<file path="src/rtl/demux_tdm.sv">
// 1-to-LANES time-division demultiplexer: manual steering via sel, or a
// frame-locked mode that assembles whole frames in a shadow buffer.
module demux_tdm #(
    parameter int LANES = 4,
    parameter int SEL_W = 2,
    parameter int WIDTH = 1
) (
    input  logic                   clk,
    input  logic                   rst,
    input  logic                   in_valid,
    input  logic [WIDTH-1:0]       in_data,
    input  logic                   frame_sync,
    input  logic                   auto_mode,
    input  logic [SEL_W-1:0]       sel,
    output logic [LANES*WIDTH-1:0] out,
    output logic                   out_valid,
    output logic [LANES-1:0]       lane_strobe,
    output logic                   sync_err
);

    localparam logic [0:0] HUNT   = 1'b0;
    localparam logic [0:0] LOCKED = 1'b1;

    localparam logic [SEL_W-1:0] LAST_LANE = SEL_W'(LANES - 1);
    localparam logic [SEL_W-1:0] ONE       = SEL_W'(1);

    logic [0:0]                 state;
    logic [SEL_W-1:0]           cnt;
    // The last lane of a frame goes straight to out, so only LANES-1 are buffered.
    logic [(LANES-1)*WIDTH-1:0] shadow;

    always_ff @(posedge clk) begin
        if (rst) begin
            state       <= HUNT;
            cnt         <= '0;
            shadow      <= '0;
            out         <= '0;
            out_valid   <= 1'b0;
            lane_strobe <= '0;
            sync_err    <= 1'b0;
        end else begin
            out_valid   <= 1'b0;
            lane_strobe <= '0;
            sync_err    <= 1'b0;

            if (!auto_mode) begin
                state <= HUNT;
                cnt   <= '0;
                if (in_valid) begin
                    out[sel*WIDTH +: WIDTH] <= in_data;
                    lane_strobe             <= LANES'(1) << sel;
                end
            end else if (in_valid) begin
                case (state)
                    HUNT: begin
                        if (frame_sync) begin
                            shadow[WIDTH-1:0] <= in_data;
                            cnt               <= ONE;
                            state             <= LOCKED;
                        end
                    end
                    default: begin
                        if (frame_sync) begin
                            // A sync mid-frame abandons the partial frame and restarts on this sample.
                            sync_err          <= (cnt != '0);
                            shadow[WIDTH-1:0] <= in_data;
                            cnt               <= ONE;
                        end else if (cnt == LAST_LANE) begin
                            out       <= {in_data, shadow};
                            out_valid <= 1'b1;
                            cnt       <= '0;
                        end else begin
                            shadow[cnt*WIDTH +: WIDTH] <= in_data;
                            cnt                        <= cnt + ONE;
                        end
                    end
                endcase
            end
        end
    end

endmodule

</file>
<file path="config.mk">
export PLATFORM = sky130hd
export DESIGN_NAME = demux_tdm
export DESIGN_NICKNAME = d
export VERILOG_FILES = /design/src/rtl/demux_tdm.sv
export SDC_FILE = /design/constraint.sdc
export NUM_CORES = 1
export LEC_CHECK = 0
export CAP_MARGIN = 10
export CORE_UTILIZATION = 35
export CTS_CLUSTER_SIZE = 40
export DETAILED_ROUTE_END_ITERATION = 8
export PLACE_DENSITY = 0.55
export SKIP_LAST_GASP = 1
export SLEW_MARGIN = 20
export SYNTH_ARGS = -nofsm -noshare
export SYNTH_HDL_FRONTEND = slang
export SYNTH_SLANG_ARGS = --single-unit
</file>
<file path="constraint.sdc">
create_clock -name clk -period 1.5 [get_ports clk]
set_input_delay 0.3 -clock clk [delete_from_list [all_inputs] [get_ports clk]]
set_output_delay 0.3 -clock clk [all_outputs]
set_load 0.01 [all_outputs]
</file>
# == After elaboration in Yosys (flattened, before gate mapping) ==
# Index checks and enable logic that the tools add are counted.
# totals
reg_bits,16
in_bits,8
output_inout_bits,10
word_cells,55
# classes
n_addsub,3
n_eq_ne,5
n_shift,5
muxes,19
bitwise,5
reduce_logical,10
# ops
operator,count
$neg 2->34,2
$shift 1x34->3 const A,1
$shift 1x34->4 const A,1
$shiftx 1x34->3,1
$shiftx 1x34->4,1
$mux 4,6
$reduce_or 5->1,2
$mux 2,4
$reduce_and 4->1,2
$mux 1,7
$not 1->1,5
$reduce_and 5->1,1
$bwmux 4,1
$ne 2x1->1 const B,2
$ne 2x2->1 const B,2
$reduce_bool 2->1,2
$shl 1x2->4 const A,1
$bwmux 3,1
$reduce_or 3->1,1
$add 2x1->2 const B,1
$eq 2x2->1 const B,1
$reduce_and 2->1,1
$reduce_or 2->1,1

# == Depth between registers and ports, before layout ==
# depth
depth_word,6
depth_mapped,5
depth_no_buf,5

# == Worst setup path before layout ==
# Ideal clock, no wire load.
# synth_path
path_type,register to register
startpoint,register cnt[0]
endpoint,register out[3]
setup_time_ns,0.117
arrival_ns,1.258
required_time_ns,1.383
setup_slack_ns,0.124
stages_incl_launch_ff,6
path_buffers,1
synth_period_minus_slack_ns,1.376
cell_sequence,dfxtp_1 > ha_1 > and4b_1 > buf_6 > o22a_1 > a32o_1
# synth_via
elab_chain_len,3
# synth_rtl
item,line_no,rtl
start: declaration,28,logic [SEL_W-1:0] cnt;
start signal: assignment,74,cnt <= cnt + ONE;
$eq 2x2->1,68,end else if (cnt == LAST_LANE) begin
$ne 2x1->1 (no line),-,
$reduce_and 4->1 (no line),-,
end signal: indexed assignment,50,out[sel*WIDTH +: WIDTH] <= in_data;
end signal: assignment,69,"out <= {in_data, shadow};"
end: declaration,15,"output logic [LANES*WIDTH-1:0] out,"
# Every way passes these cells.
# A chain may end at the register's enable or synchronous reset.

# == Worst setup path after layout ==
# layout_path
startpoint,register out[1]
endpoint,output out[1]
# No word-level cell between the ends.

==> metrics <==
initial antenna violation count 0; Leak Pwr 0.648 nW; largest area contributor in the synthesized netlist sky130_fd_sc_hd__dfxtp_1; Yosys top cell area share 36.5%; Layout area overhead 47.2%; die area 2710 um^2; cell depth of the worst hold path 3; CTS tree yes; Skew-Pair Late Insertion Delay 0.29 ns; R2R Path Start cnt[0]$_SDFFE_PP0P_; slowest stage delay, CP 0.54 ns; pin count of the biggest net entering global routing 10; classification of the worst-slack hold path in -> reg; Mapped Cells 93; master of the slowest instance on the critical path sky130_fd_sc_hd__clkdlybuf4s50_1; Synth cell types 32; cells along the critical path clkdlybuf4s50_1; max cap viols 0; Hold Violations, Final 0; drt total wl 2050 um; total power density per cell area 685 nW/um^2; Bufs and invs on worst path 1; Yosys reg bits 16; worst endpoint data arrival time 1.16 ns; Final Cycle Share 97.4%; boundary pin count 18; r2r worst-path depth 4; Nets 148; setup clock skew after layout 0.00606 ns; Overflow after GRT 0; startpoint type of the worst setup path flop; diode count 0; buffers added on ports 17; top achievable clock speed 684 MHz; number of hold buffers added after cts 0; cells taking the most area after synthesis sky130_fd_sc_hd__dfxtp_1 (37%), sky130_fd_sc_hd__ha_1 (13%), sky130_fd_sc_hd__nor4bb_1 (4.6%), sky130_fd_sc_hd__o22a_1 (4.0%), sky130_fd_sc_hd__mux2i_1 (3.4%); Min-Delay Endpoint lane_strobe[3]$_SDFF_PP0_; Post-Synthesis Cell Area 877 um^2; CTS buffer count 3; detailed-route DRC error count 0; kind of cell with the highest combined delay on the critical path buffers and inverters; number of rows in the core area 17; Cell Count, Final, Fillers Out 158; maximum VDD drop 0.407 mV; reg2reg end out[3]$_SDFFE_PP0P_; result of the run complete, no violations; yosys synthesis warning count 0; CTS Root Buffer Type sky130_fd_sc_hd__clkbuf_4; number of placed cells counting well taps 154; reg2reg setup slack 0.08 ns; CTS HTree Levels 1; vias post-DR 835; DR WL/cell 13.0 um; RSZ-0062 raised after global routing false; sink count of the clock tree 16; part of the Yosys area used for sequential elements 36.5%; number of global-route vias before repair 832; CTS clock-pin slew for the worst setup and hold paths 0.10 ns; Total Routing Usage GR 18.4%; share of post-route cells with drive strength above 1 21.5%; post-synthesis net count 110; standard cell core area 2300 um^2; shortest clock period the worst path allows after layout 1.46 ns; transition time at the pin with the least slew margin 0.350 ns; critical path capture point type output pin; classification of the worst setup path reg -> out; syn_area_per_cell 9.43 um^2; number of nets with antenna violations after detailed routing 0; Tot Pwr 885 uW; maximum fanout along the worst path 2; setup violators final 0; Max Transition Viols Final 0; Avg Vias per Cell 5.28; 1st-iter DRT viols 13; chip height 52.1 um; Worst EP required 1.20 ns; maximum count of clock buffers along a single path 2; Initial Util 38.2%; Final HPWL DP 1530 um; setup total negative slack 0 ns; startpoint of the lowest-slack hold path sel[1]; width of the chip 52.1 um; global-route wire length before repair 3620 um; weighted congestion reported at the end of routability-driven placement 0.729; max-slew headroom at the worst pin 76.6%; first drt pass iteration count 4
-- synth_stat cells --
master / count
sky130_fd_sc_hd__dfxtp_1: 16
sky130_fd_sc_hd__and2_1: 1
sky130_fd_sc_hd__nand4b_1: 2
sky130_fd_sc_hd__a22oi_1: 2
sky130_fd_sc_hd__buf_6: 1
sky130_fd_sc_hd__and3_1: 4
sky130_fd_sc_hd__mux2i_1: 3
sky130_fd_sc_hd__a32o_1: 1
sky130_fd_sc_hd__or3_1: 1
sky130_fd_sc_hd__inv_1: 8
sky130_fd_sc_hd__clkbuf_2: 1
sky130_fd_sc_hd__ha_1: 9
sky130_fd_sc_hd__o21ai_0: 4
sky130_fd_sc_hd__nand2b_1: 1
sky130_fd_sc_hd__and4_1: 1
sky130_fd_sc_hd__and3b_1: 1
sky130_fd_sc_hd__o22a_1: 4
sky130_fd_sc_hd__nand2_1: 7
sky130_fd_sc_hd__nand4_1: 2
sky130_fd_sc_hd__o22ai_1: 1
sky130_fd_sc_hd__o32ai_1: 2
sky130_fd_sc_hd__buf_2: 1
sky130_fd_sc_hd__and4b_1: 1
sky130_fd_sc_hd__nor2b_1: 2
sky130_fd_sc_hd__nand3b_1: 1
sky130_fd_sc_hd__a32oi_1: 2
sky130_fd_sc_hd__nor2_1: 3
sky130_fd_sc_hd__a21oi_1: 4
sky130_fd_sc_hd__nor4_1: 1
sky130_fd_sc_hd__o311ai_0: 1
sky130_fd_sc_hd__nor3b_1: 1
sky130_fd_sc_hd__nor4bb_1: 4
-- worst max-delay path by stage --
stage / startpoint / to / slack (ns) / depth (start not counted)
floorplan: cnt[0]$_SDFFE_PP0P_ / out[3]$_SDFFE_PP0P_ / 0.12 / 5
global placement: sel[0] / out[1]$_SDFFE_PP0P_ / -0.33 / 6
detailed placement: sel[1] / out[1]$_SDFFE_PP0P_ / -0.39 / 6
CTS: out[0]$_SDFFE_PP0P_ / out[0] / 0.002 / 1
global route: cnt[0]$_SDFFE_PP0P_ / shadow[0]$_SDFFE_PP0P_ / 0.0005 / 5
finish: out[1]$_SDFFE_PP0P_ / out[1] / 0.04 / 1
-- layout make-up --
cell class	count	area (um^2)
fill	220	1010
sequential	16	320
clock buffer	4	36.3
timing repair buffer	36	330
tap	28	35.0
inverter	8	30.0
multi-input combinational	66	539
-- cell usage in the layout, fill, tap and decap left out, drive strengths merged, types with 2 or more instances in the layout --
cell	n
nor2b	2
and3	4
nand4	2
o32ai	2
clkdlybuf4s50	10
o22a	4
nand2	7
a32oi	2
nand4b	2
a21oi	4
nor2	3
ha	9
mux2i	3
a22oi	2
dfxtp	16
nor4bb	4
buf	19
clkbuf	4
inv	8
o21ai	4
dlymetal6s2s	7
-- routing by layer --
layer / vias up / track usage (%) / share of wire [%]
met5: - / 0 / 0
met2: 16 / 31.2 / 49
met3: 4 / 2.63 / 4.4
met1: 395 / 22.6 / 45
met4: 0 / 8.56 / 1.3
li1: 420 / - / -
-- registers in the layout, indices dropped and copies added (netlist names) --
signal       count
out              4
shadow           3
lane_strobe      4
sync_err         1
out_valid        1
cnt              2
state            1
-- what timing repair did --
action,CTS,global route
pin swaps,1,4
gates cloned,0,0
buffers inserted,0,0
gates resized for setup,4,10
endpoints found under the setup margin,3,8
-- power breakdown --
part | switching [mW] | internal, mW | total, mW
clock | 0.143 | 0.148 | 0.291
sequential | 0.00532 | 0.432 | 0.437
combinational | 0.0688 | 0.0880 | 0.157
total | 0.217 | 0.668 | 0.885
-- through the flow --
step	worst slack [ns]	area, um^2	hold slack (ns)	util (%)
2_1_floorplan	0.124	877	0.414	-
4_1_cts	0.00168	1260	0.476	55.0
5_1_grt	0.000504	1290	0.429	56.2
6_report	0.0387	1290	0.431	56.2
3_5_place_dp	-0.394	1200	0.459	52.4
3_3_place_gp	-0.335	1200	0.453	52.4
-- kinds of logic (layout without fill, tap and decap cells) --
kind of cell    count (synthesis)  after routing  synth area share, %
simple gates                   33             33                 24.3
compound gates                 21             21                 17.1
flops                          16             16                 36.5
buf+inv                        11             48                 5.85
fa+ha+maj                       9              9                 12.8
mux                             3              3                 3.42
Note: power is estimated with default switching activity, not from simulation.
